File: src/rtl/adder_pkg.sv
// Shared constants and helpers for the pipelined ripple-carry adder family.
// Default geometry, chunk-width derivation and a parameter sanity check
// that the adder tops drop into their module bodies.
package adder_pkg;

  localparam int DEFAULT_WIDTH  = 32;
  localparam int DEFAULT_STAGES = 4;

  // Bits added per pipeline stage; guards against a zero stage count so the
  // parameter check can report the real problem instead of a divide error.
  function automatic int chunk_width(input int width, input int stages);
    return (stages < 1) ? width : width / stages;
  endfunction

endpackage

// Elaboration-time check: WIDTH must split evenly into STAGES >= 1 chunks.
`define ADDER_PARAM_CHECK(W, S) \
  if (((S) < 1) || (((W) % (((S) < 1) ? 1 : (S))) != 0)) begin : g_param_check \
    $error("adder: WIDTH must be a multiple of STAGES and STAGES must be >= 1"); \
  end

File: src/rtl/full_adder.sv
// One-bit full adder, the leaf cell of every ripple chain.
module full_adder (
  input  logic a,
  input  logic b,
  input  logic cin,
  output logic sum,
  output logic cout
);

  assign sum  = a ^ b ^ cin;
  assign cout = (a & b) | (cin & (a ^ b));

endmodule

File: src/rtl/rca_chunk.sv
// Combinational N-bit ripple-carry chunk built from full_adder cells.
// Besides the chunk sum and carry out it exposes the carry into the chunk
// MSB, which the last pipeline stage needs for signed overflow.
module rca_chunk #(
  parameter int N = 8
) (
  input  logic [N-1:0] a,
  input  logic [N-1:0] b,
  input  logic         cin,
  output logic [N-1:0] sum,
  output logic         cout,
  output logic         c_msb
);

  logic [N:0] c;

  assign c[0] = cin;

  // Ripple chain: bit i consumes the carry produced by bit i-1.
  for (genvar i = 0; i < N; i++) begin : g_bit
    full_adder u_fa (
      .a    (a[i]),
      .b    (b[i]),
      .cin  (c[i]),
      .sum  (sum[i]),
      .cout (c[i+1])
    );
  end

  assign cout  = c[N];
  assign c_msb = c[N-1];

endmodule

File: src/rtl/ripple_carry_adder_pipelined.sv
// Pipelined WIDTH-bit ripple-carry adder: one CHUNK-bit ripple per stage,
// carry registered between stages, operands skewed forward and finished
// sum chunks carried along so a whole result leaves in one beat.
//
// Handshake: an operand set transfers on a clock edge where
// in_valid && in_ready; a result transfers on an edge where
// out_valid && out_ready. The whole pipeline moves as one
// (advance = !out_valid || out_ready, in_ready = advance); bubbles are
// carried, not squeezed out, and outputs hold stable while stalled.
module ripple_carry_adder_pipelined
  import adder_pkg::*;
#(
  parameter int WIDTH  = DEFAULT_WIDTH,
  parameter int STAGES = DEFAULT_STAGES
) (
  input  logic             clk,
  input  logic             rst_n,
  input  logic             in_valid,
  output logic             in_ready,
  input  logic [WIDTH-1:0] a,
  input  logic [WIDTH-1:0] b,
  input  logic             cin,
  output logic             out_valid,
  input  logic             out_ready,
  output logic [WIDTH-1:0] sum,
  output logic             cout,
  output logic             overflow
);

  localparam int CHUNK = chunk_width(WIDTH, STAGES);

  `ADDER_PARAM_CHECK(WIDTH, STAGES)

  logic              advance;

  // Registered state after each stage.
  logic [STAGES-1:0] vld_r;
  logic [STAGES-1:0] carry_r;
  logic [WIDTH-1:0]  a_r   [STAGES];
  logic [WIDTH-1:0]  b_r   [STAGES];
  logic [WIDTH-1:0]  acc_r [STAGES];
  logic              ovf_r;

  // Next-state values produced by each stage's combinational logic.
  logic [STAGES-1:0] nxt_v;
  logic [STAGES-1:0] nxt_c;
  logic [WIDTH-1:0]  nxt_a   [STAGES];
  logic [WIDTH-1:0]  nxt_b   [STAGES];
  logic [WIDTH-1:0]  nxt_acc [STAGES];
  logic              nxt_ovf;
  logic              last_cmsb;

  assign advance  = !vld_r[STAGES-1] || out_ready;
  assign in_ready = advance;

  for (genvar k = 0; k < STAGES; k++) begin : g_stage
    logic [WIDTH-1:0] src_a;
    logic [WIDTH-1:0] src_b;
    logic [WIDTH-1:0] src_acc;
    logic             src_c;
    logic             src_v;
    logic [CHUNK-1:0] chunk_sum;
    logic             chunk_cout;
    logic             chunk_cmsb;
    logic [WIDTH-1:0] stage_acc;

    if (k == 0) begin : g_head
      assign src_a   = a;
      assign src_b   = b;
      assign src_acc = '0;
      assign src_c   = cin;
      assign src_v   = in_valid;
    end else begin : g_body
      assign src_a   = a_r[k-1];
      assign src_b   = b_r[k-1];
      assign src_acc = acc_r[k-1];
      assign src_c   = carry_r[k-1];
      assign src_v   = vld_r[k-1];
    end

    rca_chunk #(.N(CHUNK)) u_chunk (
      .a     (src_a[k*CHUNK +: CHUNK]),
      .b     (src_b[k*CHUNK +: CHUNK]),
      .cin   (src_c),
      .sum   (chunk_sum),
      .cout  (chunk_cout),
      .c_msb (chunk_cmsb)
    );

    // Drop this stage's chunk into the partially built sum.
    always_comb begin
      stage_acc = src_acc;
      stage_acc[k*CHUNK +: CHUNK] = chunk_sum;
    end

    assign nxt_a[k]   = src_a;
    assign nxt_b[k]   = src_b;
    assign nxt_acc[k] = stage_acc;
    assign nxt_c[k]   = chunk_cout;
    assign nxt_v[k]   = src_v;

    if (k == STAGES - 1) begin : g_tail
      assign last_cmsb = chunk_cmsb;
    end
  end

  // Signed overflow: carry into the MSB differs from carry out of it.
  assign nxt_ovf = last_cmsb ^ nxt_c[STAGES-1];

  // Pipeline registers: cleared on reset, shifted together on advance.
  always_ff @(posedge clk or negedge rst_n) begin
    if (!rst_n) begin
      vld_r   <= '0;
      carry_r <= '0;
      ovf_r   <= 1'b0;
      for (int i = 0; i < STAGES; i++) begin
        a_r[i]   <= '0;
        b_r[i]   <= '0;
        acc_r[i] <= '0;
      end
    end else if (advance) begin
      vld_r   <= nxt_v;
      carry_r <= nxt_c;
      ovf_r   <= nxt_ovf;
      for (int i = 0; i < STAGES; i++) begin
        a_r[i]   <= nxt_a[i];
        b_r[i]   <= nxt_b[i];
        acc_r[i] <= nxt_acc[i];
      end
    end
  end

  assign out_valid = vld_r[STAGES-1];
  assign sum       = acc_r[STAGES-1];
  assign cout      = carry_r[STAGES-1];
  assign overflow  = ovf_r;

endmodule

File: config.mk
export PLATFORM = sky130hd
export DESIGN_NAME = ripple_carry_adder_pipelined
export DESIGN_NICKNAME = d
export VERILOG_FILES = /design/src/rtl/adder_pkg.sv /design/src/rtl/full_adder.sv /design/src/rtl/rca_chunk.sv /design/src/rtl/ripple_carry_adder_pipelined.sv
export SDC_FILE = /design/constraint.sdc
export NUM_CORES = 1
export LEC_CHECK = 0
export CORE_MARGIN = 2
export CORE_UTILIZATION = 30
export DETAILED_ROUTE_END_ITERATION = 10
export SYNTH_ARGS = -nofsm -noshare
export SYNTH_HDL_FRONTEND = slang
export SYNTH_SLANG_ARGS = --single-unit
File: constraint.sdc
create_clock -name clk -period 4.3 [get_ports clk]
set_clock_uncertainty 0.15 [all_clocks]
set_input_delay 1.075 -clock clk [delete_from_list [all_inputs] [get_ports clk]]
set_output_delay 1.075 -clock clk [all_outputs]
set_load 0.01 [all_outputs]
# Word level (Yosys, flattened, before mapping)
# Cells that the tools add are included.
[word_totals]
regBits = 281
elab_cells = 176
in_bits = 69
[op_classes]
reduce_logical = 2
bitwise_logic = 161
[ops]
columns = ["operator", "n"]
rows = [
  ["$xor 1x1->1", 65],
  ["$and 1x1->1", 64],
  ["$or 1x1->1", 32],
  ["$logic_not 1->1", 1],
  ["$logic_or 1x1->1", 1],
]

# Longest topological paths before layout
# Gate-level depths: netlist of the first run.
[logic_depth]
depth_word = 18
mapped_depth = 13
depth_no_buf = 13

# Hierarchy
# From an unflattened synthesis of the first run, not the netlist that was laid out.
[unflattened]
hier_cells = 425
area_unflattened_um2 = 8092.8
[by_module_without_submodules]
columns = ["mod", "area_each_um2", "n_inst", "cells_per_inst"]
rows = [
  ["ripple_carry_adder_pipelined", 7452.1, 1, 393],
  ["full_adder", 20.0, 32, 1],
]

# Worst setup path before layout of the first run
# OpenSTA, ideal clock, no wires.
[synth_path]
path_type = "input to register"
startpoint = "in a[0]"
endpoint = "reg acc_r, in the netlist g_stage[1].src_acc[7]"
arrival_ns = 4.151
path_slack_ns = -0.078
setup_ns = 0.077
path_stages = 12
path_buffers = 0
path_cell_list = "inv_1 > fa_1 > inv_1 > fa_1 > fa_1 > fa_1 > fa_1 > fa_1 > fa_1 > inv_1 > fa_1 > a21oi_1"
[synth_via]
elab_chain_cells = 16
word_cells_on_any_way = 17
[synth_lines]
columns = ["item", "line", "source"]
rows = [
  ["from (decl)", "ripple_carry_adder_pipelined.sv:20", "input logic [WIDTH-1:0] a,"],
  ["$xor 1x1->1", "full_adder.sv:11", "assign cout = (a & b) | (cin & (a ^ b));"],
  ["$and 1x1->1", "full_adder.sv:11", ""],
  ["$or 1x1->1 *", "full_adder.sv:11", ""],
  ["$and 1x1->1 *", "full_adder.sv:11", ""],
  ["$or 1x1->1 *", "full_adder.sv:11", ""],
  ["$and 1x1->1 *", "full_adder.sv:11", ""],
  ["$or 1x1->1 *", "full_adder.sv:11", ""],
  ["$and 1x1->1 *", "full_adder.sv:11", ""],
  ["$or 1x1->1 *", "full_adder.sv:11", ""],
  ["$and 1x1->1 *", "full_adder.sv:11", ""],
  ["$or 1x1->1 *", "full_adder.sv:11", ""],
  ["$and 1x1->1 *", "full_adder.sv:11", ""],
  ["$or 1x1->1 *", "full_adder.sv:11", ""],
  ["$and 1x1->1 *", "full_adder.sv:11", ""],
  ["$or 1x1->1 *", "full_adder.sv:11", ""],
  ["$xor 1x1->1 *", "full_adder.sv:10", "assign sum = a ^ b ^ cin;"],
  ["to (signal, indexed assignment)", "ripple_carry_adder_pipelined.sv:128", "acc_r[i] <= nxt_acc[i];"],
  ["to (decl)", "ripple_carry_adder_pipelined.sv:41", "logic [WIDTH-1:0] acc_r [STAGES];"],
]
# Mark *: on every way between the ends. The rest lies on a longest branch, timed or not.
# A chain may end at the register's enable or synchronous reset.

# Final worst setup path of the first run
# Ends and elaborated chain as after synthesis.

==> summary.md, run 1 <==
| Metric | Value |
|---|---|
| Status | finished clean |
| CTS tree | yes |
| Die Y | roughly 170 um |
| Met1 track demand over resource | ~15% |
| Via density per instance | about 4.2 |
| Fin. Hold Viols | 0 |
| CP Launch Type | primary input |
| Largest net degree at the start of global routing | just under 100 |
| Logic pwr share | roughly two fifths |
| Post-route DRC | 0 |
| Buf/Inv on CP | 4 |
| Initial DRC Count | 199 |
| Worst setup EP type | flop |
| Static leakage | ~4.7 nW |
| Antenna-violating nets left | 0 |
| Post-Place Worst Slack | -593 ps |
| CP Class | in -> reg |
| Pre-antenna DRT Iters | 4 |
| CTS Sinks | ~190 |
| CP max FO | 1 |
| Power per cell area | 727 mW/mm2 |
| Placed cell area | approximately 0.0096 mm2 |
| Synth cell types | 13 |
| Final Setup Violations | 0 |
| Synth Flop Type | dfrtp_1 |
| Clock power share | a little over a fifth |
| Post-synth EDFFs | 0 |
| Cell mode on critical path | fa_2 |
| Total of max-cap violations | 0 |
| Sw frac | 29.1% |
| Fill count | 2,485 |
| CTS root buffer | clkbuf_16 |
| Area of the die | 0.0286 mm2 |
| Switch Pwr | 2.18 mW |
| Worst Hold Class | reg -> reg |
| Slowest-stage cell, CP | fa_1 |
| DR WL/cell | approximately 15 um |
| Hold_sp | vld_r[2]$_DFFE_PN0P_ |
| Wire length of the first global-routing pass | about 24 mm |
| Hold depth | 1 |
| CP delay by family, top | adder cells |
| VDD IR max | roughly 0.32 mV |
| Reg2Reg Depth | 12 |
| Slew Viols, Final | 0 |
| Initial antenna violation count | 1 |
| I/O Buffers | 104 |
| Yosys Warn Count | 0 |
| Area share of the largest cell type after synthesis | 56.6% |
| Met3 GRT Util | 3.55% |
| Gate Count Post-Synth | 465 |
| RSZ-0062 raised after global routing | false |
| Core Box Area | between 0.02 and 0.03 mm2 |
| Die Wd | about 170 um |
| Most frequent cells after synthesis | dfrtp_1, mux2_4, mux2_2, fa_1, inv_1 |
| GR Util met2 | ~16% |
| # H-tree levels | 4 |
| # IOs | around 110 |
| Post-synth ARST share | 100% |
| Hpwl dp | between 9 and 10 mm |
| Area delta synth->final | 25.7% |
| Clock transition at path regs | 70 ps |
| WL final | between 10 and 15 mm |
| Required @ worst endpoint | roughly 4500 ps |
| Gr busiest metal | met2 |
| R2R Setup Slk | around 200 ps |
| Fmax | roughly 0.24 GHz |
| Yosys top cell by area | dfrtp_1 |
| Register area share after synthesis | a little under three fifths |
| Critical Path Max Stage Delay | about 420 ps |
| Flop pwr share | roughly two fifths |
| Post-route cell area | between 0.01 and 0.015 mm2 |
| Initial core utilization | approximately 30% |
| Share of cells above drive strength 1 | 42.1% |
| Worst Path Arrival | 4360 ps |
| Syn_area_per_cell | 17.6 um2 |
| R2R Path Start | g_stage[2].src_a[16]$_DFFE_PN0P_ |
| TritonCTS buffer count | 17 |
| Total track usage | 10.9% |
| Hold Path End | vld_r[3]$_DFFE_PN0P_ |
| Nets@finish | roughly 680 |
| Worst-path cell chain | dlymetal6s2s_1, inv_2, fa_2, inv_2, fa_2, fa_2, fa_2, fa_2, fa_2, fa_2, inv_2, fa_1, a21oi_2 |
| Post-layout minimum cycle time | between 4000 and 5000 ps |
| Ranking of synthesized cells by area | dfrtp_1, mux2_4, fa_1 |
| Crit Reg-Reg Endpoint | g_stage[3].src_acc[23]$_DFFE_PN0P_ |
| Clk_lat worst skew | approximately 430 ps |
| Number of global-route vias before repair | ~4,500 |
| FF+latch count, synth | ~190 |
| Tcrit/Tclk final | a little under 100% |
| Final setup margin | 142 ps |
| Mapped Area | just over 0.008 mm2 |
| Via count | about 4,000 |
| Pint | between 5 and 6 mW |
| Syn nets | between 500 and 600 |
| GPL Wtd Cong | slightly above 0.7 |
| Row cnt | 60 |
| Relative slew slack | a little under half |
| Most common cell in the netlist | dfrtp_1 |
| Clock Path Buffers | 2 |
| Tightest Pin Transition | slightly below 800 ps |
| Total grt overflow | 0 |
-- sequential cells by signal (all words and copies together) (netlist names) --
| signal | flops |
|---|---|
| carry_r | 4 |
| g_stage.src_a | 48 |
| g_stage.src_b | 48 |
| sum | 32 |
| overflow | 1 |
| g_stage.src_acc | 48 |
| vld_r | 4 |
-- placed cells by master (no fill, tap or decap), drive strengths merged --
| cell type | count |
|---|---|
| nand2b | 2 |
| clkdlybuf4s50 | 99 |
| nor3b | 10 |
| clkinv | 6 |
| mux2 | 172 |
| clkbuf | 21 |
| mux2i | 2 |
| inv | 32 |
| bufinv | 2 |
| fa | 32 |
| buf | 16 |
| dfrtp | 185 |
| dlymetal6s2s | 4 |
| diode | 2 |
| a21oi | 10 |
| xnor2 | 1 |
-- power groups by stage --
stage,clock network (mW),registers [mW],logic [mW]
finish,1.61,2.98,2.88
global route,1.74,3.10,3.16
CTS,1.67,3.00,2.93
detailed placement,0,3.02,2.89
global placement,0,2.98,2.83
floorplan,0,2.94,2.00
-- final cells by class --
cell class	instances	area, um2	share of cell area [%]
flip-flops and latches	185	4630	45.1
clock buffers	20	467	4.54
clock inverters	12	136	1.33
inverters	28	105	1.02
well taps	341	427	4.15
multi-input cells	229	3290	32.1
diodes	2	5.00	0.0487
repair buffers	120	1210	11.8
-- layer usage --
| layer | share of wire (%) | up-vias | routed length, um |
|---|---|---|---|
| li1 | - | 1809 | - |
| met4 | 1.6 | 0 | 235 |
| met3 | 5.3 | 16 | 776 |
| met5 | 0 | - | 0 |
| met2 | 45 | 83 | 6560 |
| met1 | 48 | 2053 | 6950 |
-- what timing repair did --
| action | in CTS | in global routing |
|---|---|---|
| gates resized for setup | 10 | 19 |
| setup buffers | 0 | 0 |
| endpoints found under the setup margin | 6 | 5 |
| hold buffers | 0 | 0 |
| pin swaps | 0 | 9 |
-- stage by stage --
step                      hold slack [ps]  cells  utilization [%]  power (mW)  setup TNS (ps)
after floorplan                       285    465                -        4.94               0
after global placement                327    903             35.8        5.81           -1200
after detailed placement              329    903             35.8        5.90           -1530
after CTS                             351    935             38.1        7.59           -5.32
after global routing                  367    935             38.2        8.00               0
final                                 334    937             38.2        7.47               0
-- logic make-up after synthesis --
family / after synthesis / synth area share [%]
compound gates: 10 / 0.612
xor+xnor: 1 / 0.107
fa+ha+maj: 32 / 7.84
buf+inv: 51 / 3.81
flops: 185 / 56.6
mux: 174 / 29.9
simple gates: 12 / 1.07
-- worst max-delay path by stage --
stage | cells past startpoint | start | to
final | 13 | a[0] | g_stage[1].src_acc[7]$_DFFE_PN0P_
after global routing | 12 | g_stage[2].src_a[16]$_DFFE_PN0P_ | g_stage[3].src_acc[23]$_DFFE_PN0P_
after CTS | 13 | b[0] | g_stage[1].src_acc[7]$_DFFE_PN0P_
after detailed placement | 13 | b[0] | g_stage[1].src_acc[7]$_DFFE_PN0P_
after global placement | 13 | a[0] | g_stage[1].src_acc[7]$_DFFE_PN0P_
after floorplan | 12 | a[0] | g_stage[1].src_acc[7]$_DFFE_PN0P_
Power figures use the tool's default switching activity.
==> inputs of run 2 (changes only) <==
Settings changed: CAP_MARGIN from default to 20, CORE_MARGIN 2 to default, TNS_END_PERCENT from default to 5.
==> run 2 against run 1 <==
Critical path depth unchanged. Sequential share of layout area up 0.19 points. Setup slack worse by 24 ps. Via count down 2.4%. Core utilization down 0.056 points. Largest cell class unchanged. Design area down 0.43%. Cell count down 0.21%. Register-to-register slack worse by 60 ps. Critical endpoint unchanged. First-iteration DRC count down 26%.
==> summary.md, run 2 (synthesis gave the netlist of run 1 again) <==
| Metric | Value |
|---|---|
| RSZ-0062 raised after global routing | true |
| TritonCTS buffer count | 17 (unchanged) |
| Nets@finish | 681 (-0.15%) |
| DR WL/cell | 15.1 um (-2.7%) |
| Worst-path cell chain | dlymetal6s2s_1, inv_2, fa_2, inv_2, fa_2, fa_2, fa_2, fa_2, fa_2, fa_2, inv_2, fa_1, a21oi_2 |
| Post-CTS setup buffer count | 0 (unchanged) |
| Crit path from | a[0] |
| Placed insts | 902 (-0.11%) |
| CTS tree | yes |
| Total of max-cap violations | 0 (unchanged) |
| # H-tree levels | 4 (unchanged) |
| Worst Path Arrival | 4390 ps (+30 ps) |
| Hpwl dp | 9.27 mm (-3.7%) |
| Number of global-route vias before repair | 4,322 (-4.3%) |
| Fin cells | 935 (-0.21%) |
| Clock Path Buffers | 2 (unchanged) |
| Tcrit/Tclk final | 97.2% (+0.55 points) |
| Share of cells above drive strength 1 | 41.3% (-0.77 points) |
| Fmax | 0.239 GHz (-0.57%) |
| Total grt overflow | 0 (unchanged) |
| Clock transition at path regs | 70 ps (about the same) |
| Most common cell after layout, fill and taps aside | dfrtp_1 |
| Worst hold slack | 341 ps (+6.15 ps) |
| CP endpoint | g_stage[1].src_acc[7]$_DFFE_PN0P_ |
| CTS root buffer | clkbuf_16 |
| Commonest non-fill, non-tap cells in the layout | dfrtp_1, mux2_4, clkdlybuf4s50_1 |
| Hold-fix buffers at CTS | 0 (unchanged) |
| Row cnt | 60 (unchanged) |
| Die Y | 167 um (-1.2%) |
| Critical Path Max Stage Delay | 430 ps (about the same) |
| Static leakage | 4.66 nW (-0.75%) |
| R2R Path Start | g_stage[3].src_a[24]$_DFFE_PN0P_ |
| Power per cell area | 729 mW/mm2 (+0.23%) |
| Final Setup Violations | 0 (unchanged) |
| Post-layout minimum cycle time | 4180 ps (+23.8 ps) |
| Slowest-stage cell, CP | fa_1 |
| Worst Hold Class | reg -> reg |
| CP Launch Type | primary input |
| GPL Wtd Cong | 0.724 (+0.78%) |
| Initial DRC Count | 148 (-26%) |
| Relative slew slack | 30.8% (-16 points) |
| Area delta synth->final | 25.2% |
| Initial antenna violation count | 1 (unchanged) |
| Initial core utilization | 30.5% (+0.085 points) |
| Required @ worst endpoint | 4510 ps (about the same) |
| Largest net degree at the start of global routing | 132 (+35%) |
| Cell mode on critical path | fa_2 |
| Total track usage | 11.1% (+0.15 points) |
| Clk_lat worst skew | 430 ps (about the same) |
| Slew Viols, Final | 0 (unchanged) |
| Post-route DRC | 0 (unchanged) |
| Antenna-violating nets left | 0 (unchanged) |
| Die Wd | 167 um (-1.2%) |
| Status | finished clean |
| WL final | 14.1 mm (-2.9%) |
| Core Box Area | 0.0268 mm2 (-0.28%) |
| # IOs | 105 (unchanged) |
| CP max FO | 1 (unchanged) |
| Tightest Pin Transition | 1040 ps (+243 ps) |
| Crit Reg-Reg Endpoint | overflow$_DFFE_PN0P_ |
| Fill count | 2,474 (-0.44%) |
| Placed cell area | 0.00959 mm2 (-0.21%) |
| Pre-antenna DRT Iters | 4 (unchanged) |
| CP Class | in -> reg |
| Wire length of the first global-routing pass | 24.0 mm (-1.0%) |
| Fin. Hold Viols | 0 (unchanged) |
| Area of the die | 0.0279 mm2 (-2.4%) |
| I/O Buffers | 104 (unchanged) |
| CTS Sinks | 185 (unchanged) |
| Reg2Reg Depth | 13 (+1) |
| VDD IR max | 0.308 mV (-2.3%) |
| Post-route cell area | 0.0102 mm2 (-0.43%) |
| R2R Setup Slk | 140 ps (-60 ps) |
| Via density per instance | 4.13 (-2.2%) |
| Via count | 3,864 (-2.4%) |
| Worst setup EP type | flop |
==> run 2: final cells by class <==
type / count / area, um2 / share of cell area [%]
Clock inverter: 14 / 163 / 1.59
Sequential cell: 185 / 4630 / 45.2
Antenna cell: 1 / 2.50 / 0.0245
Timing Repair Buffer: 119 / 1190 / 11.6
Tap cell: 341 / 427 / 4.17
Inverter: 28 / 105 / 1.03
Multi-Input combinational cell: 229 / 3290 / 32.1
Clock buffer: 18 / 429 / 4.19
==> run 2: power breakdown <==
group | leakage, nW | switching, mW | internal [mW]
Sequential | 2.15 | 0.479 | 2.51
Clock | 0.282 | 0.716 | 0.873
Combinational | 2.24 | 0.994 | 1.89
Total | 4.66 | 2.19 | 5.27
==> run 2: worst max-delay path, delay by kind of cell <==
kind            cells  cell delay, ps
compound gates      1             150
fa+ha+maj           8            2870
buf+inv             4             290
==> run 2: how the worst min path moves through the flow <==
stage / startpoint / to / slack, ps / cells after the start
5_1_grt: g_stage[3].src_acc[20]$_DFFE_PN0P_ / sum[20]$_DFFE_PN0P_ / 370 / 1
6_report: vld_r[2]$_DFFE_PN0P_ / vld_r[3]$_DFFE_PN0P_ / 340 / 1
3_3_place_gp: vld_r[2]$_DFFE_PN0P_ / vld_r[3]$_DFFE_PN0P_ / 310 / 1
4_1_cts: vld_r[2]$_DFFE_PN0P_ / vld_r[3]$_DFFE_PN0P_ / 340 / 1
3_5_place_dp: vld_r[2]$_DFFE_PN0P_ / vld_r[3]$_DFFE_PN0P_ / 330 / 1
2_1_floorplan: vld_r[2]$_DFFE_PN0P_ / vld_r[3]$_DFFE_PN0P_ / 280 / 1
==> run 2: timing repair <==
item	4_1_cts	5_1_grt
hold endpoints to repair	0	0
resized for setup	8	17
endpoints found under the setup margin	6	5
pin swaps	0	9
==> run 2: metal layers <==
layer	part of all wire (%)	GRT usage (%)	wire length (um)	vias to the layer above
met1	50	15.7	7040	1961
met4	1.4	3.99	204	0
met2	44	15.9	6240	79
li1	-	-	-	1809
met3	4.3	3.26	612	15
met5	0	0	0	-
==> run 2: through the flow <==
| stage | TNS [ps] | utilization [%] | setup slack [ps] | power (mW) |
|---|---|---|---|---|
| 2_1_floorplan | 0 | - | 39.8 | 4.94 |
| 3_3_place_gp | -1230 | 35.8 | -494 | 5.80 |
| 3_5_place_dp | -1460 | 35.8 | -536 | 5.89 |
| 4_1_cts | 0 | 38.1 | 7.24 | 7.56 |
| 5_1_grt | -27.3 | 38.2 | -27.3 | 7.98 |
| 6_report | 0 | 38.2 | 118 | 7.46 |
